$ cat src/rtl/mac_pkg.sv
// Shared widths and FSM state encoding for the MAC feeder and its ALU.
package mac_pkg;

    localparam int OP_W  = 16;   // operand width (X, B)
    localparam int ACC_W = 39;   // accumulator width (y, result)

    typedef enum logic [2:0] {
        ST_IDLE    = 3'd0,
        ST_CLEAR   = 3'd1,
        ST_STREAM  = 3'd2,
        ST_DRAIN   = 3'd3,
        ST_CAPTURE = 3'd4
    } state_e;

endpackage

$ cat src/rtl/mac_feeder_fifo.sv
// Operand-pair FIFO: power-of-two depth, pointers carry one extra wrap bit
// so full and empty are distinguishable without a separate count.
module mac_feeder_fifo #(
    parameter int DEPTH = 8,
    parameter int DW    = 32
) (
    input  logic          clk,
    input  logic          rst_n,
    input  logic          wr_en,
    input  logic [DW-1:0] wr_data,
    input  logic          rd_en,
    output logic [DW-1:0] rd_data,
    output logic          full,
    output logic          empty
);

    localparam int AW = $clog2(DEPTH);

    logic [AW:0]   wr_ptr_q, wr_ptr_d;
    logic [AW:0]   rd_ptr_q, rd_ptr_d;
    logic [DW-1:0] mem_q [DEPTH];
    logic          do_wr;
    logic          do_rd;

    assign full    = (wr_ptr_q[AW] != rd_ptr_q[AW]) &&
                     (wr_ptr_q[AW-1:0] == rd_ptr_q[AW-1:0]);
    assign empty   = (wr_ptr_q == rd_ptr_q);
    assign rd_data = mem_q[rd_ptr_q[AW-1:0]];

    // Writes while full are dropped; reads while empty are ignored.
    always_comb begin
        do_wr    = wr_en && !full;
        do_rd    = rd_en && !empty;
        wr_ptr_d = wr_ptr_q + {{AW{1'b0}}, do_wr};
        rd_ptr_d = rd_ptr_q + {{AW{1'b0}}, do_rd};
    end

    // Pointer registers; reset empties the buffer.
    always_ff @(posedge clk or negedge rst_n) begin
        if (!rst_n) begin
            wr_ptr_q <= '0;
            rd_ptr_q <= '0;
        end else begin
            wr_ptr_q <= wr_ptr_d;
            rd_ptr_q <= rd_ptr_d;
        end
    end

    // Storage array; contents are don't-care while the pointers say empty.
    always_ff @(posedge clk) begin
        if (do_wr) begin
            mem_q[wr_ptr_q[AW-1:0]] <= wr_data;
        end
    end

endmodule

$ cat src/rtl/mac_feeder.sv
// MAC feeder: buffers operand pairs and streams a job of len pairs into a
// pipelined multiply-accumulate ALU, then captures the accumulator.
//
// state      | meaning
// -----------+---------------------------------------------------------
// ST_IDLE    | waiting for start; len latched on acceptance
// ST_CLEAR   | alu_clr high for this one cycle
// ST_STREAM  | pop one pair per cycle while buffer non-empty
// ST_DRAIN   | wait ALU_LAT cycles past the last valid_in (or alu_clr)
// ST_CAPTURE | result <= y, done pulses the following cycle
module mac_feeder
    import mac_pkg::*;
#(
    parameter int DEPTH   = 8,
    parameter int ALU_LAT = 2
) (
    input  logic                    clk,
    input  logic                    R_n,
    input  logic                    wr_en,
    input  logic [OP_W-1:0]         wr_x,
    input  logic [OP_W-1:0]         wr_b,
    output logic                    full,
    output logic                    empty,
    input  logic                    start,
    input  logic [$clog2(DEPTH):0]  len,
    output logic [OP_W-1:0]         X,
    output logic [OP_W-1:0]         B,
    output logic                    valid_in,
    output logic                    alu_clr,
    input  logic [ACC_W-1:0]        y,
    output logic                    busy,
    output logic                    done,
    output logic [ACC_W-1:0]        result
);

    localparam int LW = $clog2(DEPTH) + 1;
    localparam int DW = $clog2(ALU_LAT + 2);

    state_e             state_q, state_d;
    logic [LW-1:0]      rem_q, rem_d;
    logic [DW-1:0]      drain_q, drain_d;
    logic [OP_W-1:0]    x_q, x_d;
    logic [OP_W-1:0]    b_q, b_d;
    logic               vin_q, vin_d;
    logic               clr_q, clr_d;
    logic               done_q, done_d;
    logic [ACC_W-1:0]   result_q, result_d;
    logic               pop;
    logic [2*OP_W-1:0]  rd_data;

    mac_feeder_fifo #(
        .DEPTH (DEPTH),
        .DW    (2 * OP_W)
    ) u_fifo (
        .clk     (clk),
        .rst_n   (R_n),
        .wr_en   (wr_en),
        .wr_data ({wr_x, wr_b}),
        .rd_en   (pop),
        .rd_data (rd_data),
        .full    (full),
        .empty   (empty)
    );

    assign X        = x_q;
    assign B        = b_q;
    assign valid_in = vin_q;
    assign alu_clr  = clr_q;
    assign busy     = (state_q != ST_IDLE);
    assign done     = done_q;
    assign result   = result_q;

    // Job sequencing; the drain down-counter is loaded one higher after a
    // pop because the last valid_in cycle itself is spent in DRAIN.
    always_comb begin
        state_d  = state_q;
        rem_d    = rem_q;
        drain_d  = drain_q;
        x_d      = x_q;
        b_d      = b_q;
        vin_d    = 1'b0;
        clr_d    = 1'b0;
        done_d   = 1'b0;
        result_d = result_q;
        pop      = 1'b0;
        case (state_q)
            ST_IDLE: begin
                if (start) begin
                    state_d = ST_CLEAR;
                    rem_d   = len;
                    clr_d   = 1'b1;
                end
            end
            ST_CLEAR: begin
                if (rem_q == '0) begin
                    state_d = ST_DRAIN;
                    drain_d = DW'(ALU_LAT - 1);
                end else begin
                    state_d = ST_STREAM;
                end
            end
            ST_STREAM: begin
                if (!empty) begin
                    pop   = 1'b1;
                    x_d   = rd_data[2*OP_W-1:OP_W];
                    b_d   = rd_data[OP_W-1:0];
                    vin_d = 1'b1;
                    rem_d = rem_q - 1'b1;
                    if (rem_q == LW'(1)) begin
                        state_d = ST_DRAIN;
                        drain_d = DW'(ALU_LAT);
                    end
                end
            end
            ST_DRAIN: begin
                if (drain_q == '0) begin
                    state_d = ST_CAPTURE;
                end else begin
                    drain_d = drain_q - 1'b1;
                end
            end
            ST_CAPTURE: begin
                result_d = y;
                done_d   = 1'b1;
                state_d  = ST_IDLE;
            end
            default: begin
                state_d = ST_IDLE;
            end
        endcase
    end

    // State and output registers; reset abandons any job in flight.
    always_ff @(posedge clk or negedge R_n) begin
        if (!R_n) begin
            state_q  <= ST_IDLE;
            rem_q    <= '0;
            drain_q  <= '0;
            x_q      <= '0;
            b_q      <= '0;
            vin_q    <= 1'b0;
            clr_q    <= 1'b0;
            done_q   <= 1'b0;
            result_q <= '0;
        end else begin
            state_q  <= state_d;
            rem_q    <= rem_d;
            drain_q  <= drain_d;
            x_q      <= x_d;
            b_q      <= b_d;
            vin_q    <= vin_d;
            clr_q    <= clr_d;
            done_q   <= done_d;
            result_q <= result_d;
        end
    end

endmodule
$ cat config.mk
export PLATFORM = sky130hd
export DESIGN_NAME = mac_feeder
export DESIGN_NICKNAME = d
export VERILOG_FILES = /design/src/rtl/mac_pkg.sv /design/src/rtl/mac_feeder_fifo.sv /design/src/rtl/mac_feeder.sv
export SDC_FILE = /design/constraint.sdc
export NUM_CORES = 1
export LEC_CHECK = 0
export BUFFER_PORTS_ARGS = -buffer_cell sky130_fd_sc_hd__buf_2
export CAP_MARGIN = 20
export CORE_MARGIN = 2
export CORE_UTILIZATION = 35
export DETAILED_ROUTE_END_ITERATION = 7
export GPL_TIMING_DRIVEN = 0
export PLACE_DENSITY = 0.5
export RECOVER_POWER = 25
export SLEW_MARGIN = 30
export SYNTH_ARGS = -nofsm -noshare
export SYNTH_HDL_FRONTEND = slang
export SYNTH_SLANG_ARGS = --single-unit
$ cat constraint.sdc
create_clock -name clk -period 4.9 [get_ports clk]
set_input_delay 0.49 -clock clk [delete_from_list [all_inputs] [get_ports clk]]
set_output_delay 0.49 -clock clk [all_outputs]
set_load 0.1 [all_outputs]
==> results by group, run 1 <==
Outcome
  – Outcome: complete, no violations

Global route
  – Global Route met2 Usage: between 20% and 30%
  – First-pass GRT wire length: ~45000 um
  – Largest net degree at the start of global routing: 51
  – Top Usage Layer GRT: met2
  – Vias in the first global route: 7333
  – GRT overflow: 0
  – Initial antenna violation count: 1
  – Met1 Usage GRT: a little over a fifth
  – Gr usage total: about 15%
  – Met3 GRT Util: ~3.2%

Timing
  – Worst slew margin: about two fifths
  – Hold_ws: around 0.17 ns
  – Fmax: roughly 330 MHz
  – Final Skew: roughly 0.031 ns
  – Fin crit period: between 3 and 4 ns
  – Setup TNS: 0 ns
  – Final worst-path cycle share: between 60% and 70%
  – RSZ-0062 raised after global routing: no
  – Final hold violation count: 0
  – Setup violators final: 0
  – Worst Setup Slack, final: around 1.8 ns
  – Final slew viol count: 0
  – Measured slew at the worst slew-check pin: 0.888 ns

Setup path
  – Crit-path slowest cell: nor4_1
  – Cell Chain, Critical Path: xor2_1 > nor4_1 > buf_2
  – Critical path arrival: between 2 and 3 ns
  – Worst Setup SP: u_fifo.wr_ptr_q[1]
  – CP endpoint kind: output port
  – Slowest stage delay, CP: slightly above 0.7 ns
  – CP max FO: 8
  – CP Class: reg2out
  – Reg2reg start: u_fifo.wr_ptr_q[1]
  – Worst Setup Start Kind: flop
  – Worst path required time: around 4.4 ns

Synthesis
  – Syn nets: approximately 800
  – Post-synthesis cell type with the largest combined area: edfxtp_1
  – Seq/Total Area, Yosys: 74.6%
  – FFs w/ async S/R, synth: about a quarter
  – Synth cell types: 40
  – Synth area leaders: edfxtp_1, dfrtp_1, mux4_2
  – Count leader, synth: edfxtp_1
  – Yosys reg bits: roughly 350
  – Synth warn: 0
  – Synth Instances: 712
  – Number of enable flip-flop cells after synthesis: about 260
  – Post-synth top flop: edfxtp_1
  – Post-Syn Area per Cell: roughly 19 um^2
  – Post-synth top area share: between 50% and 60%
  – Post-synth top cells: edfxtp_1, dfrtp_1, mux4_2, nand2_1, nand2b_1
  – Post-Syn Area: 0.0134 mm^2

Layout
  – Inserted Diodes: 0
  – Fill cells: approximately 3400
  – Final core utilization: between 40% and 50%
  – Area growth syn-to-layout: 23.8%
  – Layout cells sized above 1: 34.8%
  – Nets: roughly 1000

Die
  – Ports: between 150 and 200
  – Die Y: around 200 um
  – Core box area: about 0.038 mm^2
  – Die ar.: 0.0397 mm^2
  – Starting density of the core: between 30% and 40%
  – Row count: 71
  – Die X: between 150 and 200 um

Job
  – Max-cap violations: 0

Placed design
  – Final RePlAce weighted congestion: 0.744
  – Final HPWL DP: between 15000 and 20000 um
  – Pre-CTS setup slack: between 1.5 and 2 ns
  – PortBufs: about 160

Clock tree
  – Clock root cell: clkbuf_16
  – CTS tree: done
  – CTS H-tree lvls: 2
  – Later-pin clock latency in the skew report: 0.55 ns
  – Clock sinks: roughly 350
  – CTS max path bufs: 3
  – Total CTS buffers: 39
  – Cts repair resizes: 0
  – Clock slew at reported path FFs: around 0.06 ns

Detailed routing
  – Remaining antenna violation count after routing: 0
  – WL/cell: roughly 20 um
  – Vias per inst: between 4 and 5
  – # DRC: 0
  – DRT iter0 DRCs: 348
  – DRT Wirelength: about 30000 um
  – Drt pass-1 iters: 4
  – Via count: 7137

Min path
  – Worst min-delay path class: in2reg
  – HP Start: y[38]
## final timing paths
check,slack [ns],cells past startpoint,end
setup / recovery,1.83,3,empty
hold / removal,0.17,2,result[38]
setup reg to reg,1.87,7,u_fifo.mem_q[1][27]
hold reg to reg,0.47,1,B[13]
max in group asynchronous,3.83,3,result[15]
min in group asynchronous,0.45,2,result[20]
## per-stage QoR
stage,instances,instance area (um^2)
2_1_floorplan,712,13400
3_3_place_gp,1378,14800
3_5_place_dp,1402,15300
4_1_cts,1474,16600
5_1_grt,1474,16500
6_report,1474,16500
## layout make-up
cell class                 count  area [um^2]  area share [%]
buffer                        36          165           0.999
clock buffer                  51         1080            6.55
clock inverter                20          218            1.32
inverter                      11         41.3           0.250
multi-input combinational    318         3240            19.6
sequential                   347         9960            60.3
tap                          511          639            3.87
timing repair buffer         180         1180            7.15
## sequential cells by signal, summed over array words and instances (netlist names), 2 cells and up
register and flops:
B 16, X 16, drain_q 2, rem_q 4
result 39, state_q 3, u_fifo.mem_q 256, u_fifo.rd_ptr_q 4
u_fifo.wr_ptr_q 4
## metal layers
layer / wire length (um) / up-vias
met1: 13800 / 3660
met3: 1800 / 50
li1: - / 3217
met2: 14000 / 208
met5: 11 / -
met4: 623 / 2
## what timing repair did
item / CTS / global route
hold endpoints to repair: 41 / 0
hold buffers: 1 / 0
setup buffers: 0 / 0
## cell families (layout without fill, tap and decap cells)
group                      after synthesis  count (layout)  share of synthesized area (%)
muxes                                  103             103                           14.1
adders and majority gates                7               7                          0.656
AOI/OAI and AO/OA                       84              84                           4.20
buffers and inverters                   47             298                           1.55
DFF                                    347             347                           74.6
and+or+nand+nor                        115             115                           4.34
xor gates and xnor gates                 9               9                          0.590
## worst max-delay path, delay by kind of cell, from the launching register on
family	cells	cell delay (ns)
simple gates	1	0.72
buf+inv	1	0.56
flops	1	0.49
xor+xnor	1	0.27
## placed cells by master, fill, tap and decap left out, types with 35 or more instances in the layout
| cell | netlist | final |
|---|---|---|
| edfxtp_1 | 256 | 256 |
| buf_2 | 9 | 134 |
| dfrtp_1 | 91 | 91 |
| mux4_2 | 64 | 64 |
| clkbuf_1 | 20 | 56 |
| nand2_1 | 41 | 41 |
| clkbuf_16 | 0 | 40 |
| nand2b_1 | 37 | 37 |
| a21oi_1 | 36 | 36 |
| mux2_2 | 35 | 35 |
Power of run 1 is left out: the tool's default activity adds up to more than one toggle a clock period on the data nets, which glitch-free logic cannot reach.
==> inputs of run 2 (changes only) <==
ABC_AREA = 1   (was unset)
PLACE_DENSITY = 0.52   (was 0.5)
clock period = 2.75 ns   (was 4.9 ns; I/O delays follow)
==> results by group, run 2 <==
Outcome
  – Outcome: complete, no violations

Synthesis
  – Post-synth top flop: edfxtp_1
  – Synth cell types: 25 (-38%)
  – Post-synth top area share: 52.2% (-5.4 points)
  – Compound-Gate Fraction of Synth Area: 0.306% (-3.9 points)
  – Synth Area in XOR/XNOR: 0.297% (-0.29 points)
  – Post-Syn Area per Cell: 9.99 um^2 (-47%)
  – Count leader, synth: nand2_1
  – FFs w/ async S/R, synth: 26.2% (unchanged)
  – Seq/Total Area, Yosys: 67.7% (-6.9 points)
  – Post-synthesis adder-cell area fraction: 0.595% (-0.061 points)
  – Post-synth top cells: nand2_1, edfxtp_1, inv_1, dfrtp_1, nand3_1
  – Yosys reg bits: 347 (unchanged)
  – Post-Syn Area: 0.0147 mm^2 (+10%)
  – Synth Instances: 1475 (+110%)
  – Main combinational cell family by area after synthesis: simple AND/OR/NAND/NOR gates
  – Simple-Gate Fraction of Synth Area: 25.5% (+21 points)
  – Syn nets: 1561 (+96%)
  – Synth area leaders: edfxtp_1, nand2_1, dfrtp_1
  – Mux contribution to synthesized area: 0% (-14 points)
  – Post-synthesis cell type with the largest combined area: edfxtp_1
  – Number of enable flip-flop cells after synthesis: 256 (unchanged)
  – Synth warn: 0 (unchanged)

Detailed routing
  – DRT iter0 DRCs: 657 (+89%)
  – Vias per inst: 4.47 (-7.8%)
  – WL/cell: 16.4 um (-20%)
  – Remaining antenna violation count after routing: 0 (unchanged)
  – # DRC: 0 (unchanged)
  – Drt pass-1 iters: 5 (+1)
  – Via count: 10400 (+45%)
  – DRT Wirelength: 38200 um (+26%)

Timing
  – Worst Setup Slack, final: 0.352 ns (-1.48 ns)
  – Worst slew margin: 14.4% (-26 points)
  – Final slew viol count: 0 (unchanged)
  – Final Skew: 0.0154 ns (-0.0155 ns)
  – Fmax: between 400 and 500 MHz
  – Setup violators final: 0 (unchanged)
  – Final worst-path cycle share: around 87%
  – RSZ-0062 raised after global routing: no
  – Fin crit period: roughly 2.4 ns
  – Setup TNS: 0 ns (unchanged)
  – Measured slew at the worst slew-check pin: 1.28 ns (+0.395 ns)
  – Final hold violation count: 0 (unchanged)

Global route
  – Largest net degree at the start of global routing: 52 (+2.0%)
  – Initial antenna violation count: 1 (unchanged)
  – Gr usage total: 17.8% (+2.4 points)
  – First-pass GRT wire length: 59100 um (+31%)
  – GRT overflow: 0 (unchanged)
  – Vias in the first global route: 10300 (+40%)

Layout
  – Nets: 1839 (+80%)
  – Inserted Diodes: 0 (unchanged)
  – Layout cells sized above 1: 19.3% (-16 points)
  – Area of the multi-input gates: 0.00399 mm^2 (+23%)
  – Register area: 0.00996 mm^2 (unchanged)
  – Commonest non-fill, non-tap cell in the layout: nand2_1
  – Most frequent cells in the layout: nand2_1, edfxtp_1, buf_2, inv_1, dfrtp_1
  – Area growth syn-to-layout: 25.7%
  – Fill cells: 3940 (+16%)
  – Max FFs per register: 256 (unchanged)

Setup path
  – Worst r2r dst: u_fifo.mem_q[0][9]
  – Critical path arrival: 2.65 ns (+0.07 ns)
  – Worst Setup Start Kind: flop
  – FF-to-FF setup slack: 0.35 ns (-1.52 ns)
  – Reg2reg start: u_fifo.rd_ptr_q[0]
  – CP Class: reg2reg
  – CP endpoint kind: flop
  – Worst path required time: 3.00 ns (-1.41 ns)
  – CP max FO: 14 (+6)
  – Reg2reg path depth: 10 (+3)

Clock tree
  – CTS H-tree lvls: 2 (unchanged)
  – Later-pin clock latency in the skew report: 0.55 ns (about the same)
  – CTS tree: done
  – Total CTS buffers: 40 (+2.6%)
  – Clock slew at reported path FFs: 0.06 ns (about the same)
  – Clock sinks: 347 (unchanged)
  – Clock root cell: clkbuf_16
  – CTS max path bufs: 3 (unchanged)
  – Post-CTS Setup Inserts: 0 (unchanged)

Placed design
  – Final RePlAce weighted congestion: 0.794 (+6.7%)
  – PortBufs: 155 (unchanged)
  – Final HPWL DP: 25200 um (+28%)
  – Pre-CTS setup slack: 0.129 ns (-1.73 ns)

Min path
  – Worst hold path endpoint: rem_q[3]
  – Worst min-delay path class: in2reg
  – Hold depth: 5 (+3)
  – HP Start: len[3]

Die
  – Ports: 156 (unchanged)
  – Die X: 209 um (+4.9%)
  – Die Y: 209 um (+4.9%)
  – Die ar.: 0.0437 mm^2 (+10%)
  – Starting density of the core: 35.3% (-0.19 points)
  – Core box area: 0.0418 mm^2 (+11%)
  – Row count: 75 (+5.6%)

Job
  – Max-cap violations: 0 (unchanged)
[run 2: changes by cell type in the layout (fill, tap and decap cells not counted), sizes merged, moves of 30 or more]
cell / before / now
mux4: 64 / 0
dlygate4sd3: 1 / 67
nand2: 41 / 778
nand2b: 37 / 0
or2: 1 / 31
nand3: 6 / 86
a21oi: 36 / 1
mux2: 39 / 0
inv: 13 / 127
buf: 166 / 197
a21o: 32 / 0
[run 2: per-stage QoR]
stage | hold slack, ns | std cells | util (%) | instance area [um^2]
after global placement | 0.458 | 2169 | 38.7 | 16200
after floorplan | -0.0206 | 1475 | - | 14700
final | 0.0690 | 2324 | 44.3 | 18500
after CTS | 0.00103 | 2324 | 44.4 | 18500
after global routing | 0.112 | 2324 | 44.3 | 18500
after detailed placement | 0.240 | 2183 | 39.7 | 16600
[run 2: cell type report]
cell class	count	area share [%]
Timing Repair Buffer	236	9.51
Inverter	125	2.53
Clock inverter	15	0.568
Multi-Input combinational cell	937	21.6
Sequential cell	347	53.8
Tap cell	539	3.64
Clock buffer	59	6.39
Buffer	66	1.99
[run 2: how the worst max path moves through the flow]
stage	from	endpoint	slack [ns]	depth (start not counted)
6_report	u_fifo.rd_ptr_q[0]	u_fifo.mem_q[0][9]	0.35	10
5_1_grt	u_fifo.rd_ptr_q[0]	u_fifo.mem_q[0][30]	0.19	10
4_1_cts	u_fifo.rd_ptr_q[0]	u_fifo.mem_q[0][7]	0.11	10
3_5_place_dp	u_fifo.rd_ptr_q[0]	u_fifo.mem_q[0][28]	0.13	10
3_3_place_gp	u_fifo.rd_ptr_q[0]	u_fifo.mem_q[7][0]	-1.69	8
2_1_floorplan	u_fifo.rd_ptr_q[0]	u_fifo.mem_q[0][0]	-0.02	8
[run 2: layer usage]
layer,global-route usage [%],routed length (um)
met5,0,11
met4,5.17,743
met1,24.7,17900
met2,28.6,17300
met3,3.26,2170
[run 2: worst max-delay path: stages, from the launching register on]
cell and delay, ns:
dfrtp_1 0.38, buf_4 0.18, inv_2 0.14, nand2_1 0.08, nand2_2 0.11, inv_1 0.05, nand2_1 0.11, o21ai_4 0.18
nor2_4 0.44, buf_8 0.23, buf_16 0.17
[run 2: cell families (layout without fill, tap and decap cells)]
group	count (synthesis)	count (layout)
adders and majority gates	7	7
DFF	347	347
and+or+nand+nor	917	917
buffers and inverters	191	501
xor gates and xnor gates	5	5
AOI/OAI and AO/OA	8	8
[run 2: what timing repair did]
| action | CTS | global route |
|---|---|---|
| endpoints found under the setup margin | 0 | 24 |
| hold buffers | 67 | 0 |
| endpoints found under the hold margin | 292 | 0 |
| resized for setup | 0 | 1 |
Power of run 2 is left out for the same reason.
==> inputs of run 3 (changes only) <==
PLACE_DENSITY = unset   (was 0.52)
PLACE_DENSITY_LB_ADDON = 0.05   (was unset)
==> results by group, run 3 (synthesis results as in run 2) <==
Clock tree
  – Clock slew at reported path FFs: 0.05 ns (about the same)
  – Post-CTS Setup Inserts: 0 (unchanged)
  – Later-pin clock latency in the skew report: 0.56 ns (about the same)
  – Clock root cell: clkbuf_16
  – CTS tree: done
  – Total CTS buffers: 40 (unchanged)
  – Clock sinks: 347 (unchanged)
  – CTS max path bufs: 3 (unchanged)
  – CTS H-tree lvls: 2 (unchanged)

Outcome
  – Outcome: finished with violations
  – Violated checks: capacitance limit, slew limit

Placed design
  – Placed Area: 0.0166 mm^2 (+0.27%)
  – Final RePlAce weighted congestion: 0.734 (-7.5%)
  – Final HPWL DP: 25500 um (+1.2%)
  – PortBufs: 155 (unchanged)

Detailed routing
  – Vias per inst: 4.41 (-1.4%)
  – DRT Wirelength: 38800 um (+1.7%)
  – WL/cell: 16.7 um (+2.0%)
  – Remaining antenna violation count after routing: 0 (unchanged)
  – # DRC: 0 (unchanged)
  – Drt pass-1 iters: 4 (-1)
  – Via count: 10200 (-1.6%)
  – DRT iter0 DRCs: 677 (+3.0%)

Die
  – Core box area: 0.0418 mm^2 (unchanged)
  – Die X: 209 um (unchanged)
  – Row count: 75 (unchanged)
  – Ports: 156 (unchanged)
  – Die ar.: 0.0437 mm^2 (unchanged)
  – Die Y: 209 um (unchanged)
  – Starting density of the core: 35.3% (unchanged)

Timing
  – Final worst-path cycle share: 90.4% (+3.2 points)
  – Fmax: 402 MHz (-3.5%)
  – Final hold violation count: 0 (unchanged)
  – Worst slew margin: -28.3% (-43 points)
  – Final Skew: 0.0201 ns (+0.00470 ns)
  – Measured slew at the worst slew-check pin: 1.92 ns (+0.641 ns)
  – RSZ-0062 raised after global routing: no
  – Setup violators final: 0 (unchanged)
  – Final slew viol count: 34 (+34)
  – Fin crit period: 2.49 ns (+0.0872 ns)

Layout
  – Commonest non-fill, non-tap cell in the layout: nand2_1
  – Fin area: 0.0184 mm^2 (-0.53%)
  – Max FFs per register: 256 (unchanged)
  – Most frequent cells in the layout: nand2_1, edfxtp_1, buf_2, inv_1, dfrtp_1
  – Inserted Diodes: 0 (unchanged)
  – Area growth syn-to-layout: 25.1%
  – Nets: 1833 (-0.33%)
  – Fill cells: 4059 (+3.0%)
  – Layout cells sized above 1: 18.7% (-0.55 points)

Global route
  – Gr usage total: 18.2% (+0.37 points)
  – First-pass GRT wire length: 60000 um (+1.5%)
  – GRT overflow: 0 (unchanged)
  – Initial antenna violation count: 0 (-1)
  – Largest net degree at the start of global routing: 59 (+13%)
  – Vias in the first global route: 10100 (-2.2%)

Setup path
  – CP endpoint kind: flop
  – Worst path required time: 3.00 ns (about the same)
  – Worst Setup Start Kind: flop
  – CP Class: reg2reg
  – FF-to-FF setup slack: 0.26 ns (-0.09 ns)
  – CP max FO: 17 (+3)
  – Critical path arrival: 2.73 ns (+0.08 ns)

Power
  – Leak: approximately 8.5 nW
  – PwrDens: 1320 mW/mm^2
  – Final total power: 0.0242 W
  – Max VDD drop: 624 uV

Job
  – Max-cap violations: 1 (+1)

Min path
  – Worst min-delay path class: in2reg
[run 3: cell count changes in the layout (fill, tap and decap cells not counted), moves of 2 or more]
cell,previous run,this run
clkbuf_1,46,53
clkbuf_8,9,2
buf_8,3,1
dlygate4sd3_1,67,60
clkinv_1,4,8
clkinv_2,7,3
buf_16,10,12
[run 3: path summary, 6_finish.rpt]
path	endpoint	depth (start not counted)	from
worst max-delay path	u_fifo.mem_q[7][17]	9	u_fifo.rd_ptr_q[0]
worst min-delay path	rem_q[3]	5	len[3]
worst max register to register	u_fifo.mem_q[7][17]	9	u_fifo.rd_ptr_q[0]
worst min register to register	drain_q[1]	2	drain_q[1]
max in group asynchronous	B[0]	2	R_n
min in group asynchronous	u_fifo.wr_ptr_q[0]	2	R_n
[run 3: metal layers]
metal / vias to the layer above / track usage [%] / wire [um]
li1: 5204 / - / -
met3: 62 / 2.83 / 1670
met4: 0 / 5.79 / 918
met5: - / 0 / 0
met1: 4718 / 24.5 / 18000
met2: 227 / 30.1 / 18200
[run 3: critical path, stage by stage (launching register included)]
cell	delay, ns
dfrtp_1	0.37
buf_4	0.18
inv_2	0.20
nand2_1	0.09
nand2_2	0.11
inv_1	0.05
nand2_1	0.12
o21ai_4	0.18
nor2_4	0.61
buf_16	0.25
[run 3: cell type report]
cell class	instances	area, um^2	area share, %
buffer	66	369	2.00
clock buffer	60	1120	6.07
clock inverter	14	92.6	0.503
inverter	125	469	2.55
multi-input combinational	937	3990	21.7
sequential	347	9960	54.1
tap	539	674	3.66
timing repair buffer	230	1740	9.45
[run 3: through the flow]
step | std cells | hold WS [ns] | util (%) | setup WS [ns] | setup TNS, ns
detailed placement | 2184 | 0.214 | 39.8 | 0.0575 | 0
global placement | 2169 | 0.456 | 38.7 | -1.95 | -467.59
CTS | 2318 | 0.00188 | 44.2 | 0.0557 | 0
floorplan | 1475 | -0.0206 | - | -0.0196 | -5.01
finish | 2318 | 0.0855 | 44.1 | 0.265 | 0
global route | 2318 | 0.0974 | 44.1 | 0.125 | 0
[run 3: what timing repair did]
item / 4_1_cts / 5_1_grt
endpoints found under the hold margin: 222 / 0
resized for setup: 0 / 1
hold buffers: 60 / 0
endpoints found under the setup margin: 0 / 21
[run 3: power by group]
| part | internal [W] | switching, W | total, W | leakage (nW) |
|---|---|---|---|---|
| Sequential | 0.00693 | 0.000478 | 0.00741 | 3.43 |
| Combinational | 0.00276 | 0.00908 | 0.0118 | 4.47 |
| Clock | 0.00290 | 0.00209 | 0.00499 | 0.587 |
| Total | 0.0126 | 0.0117 | 0.0242 | 8.49 |
Power figures use the tool's default switching activity.
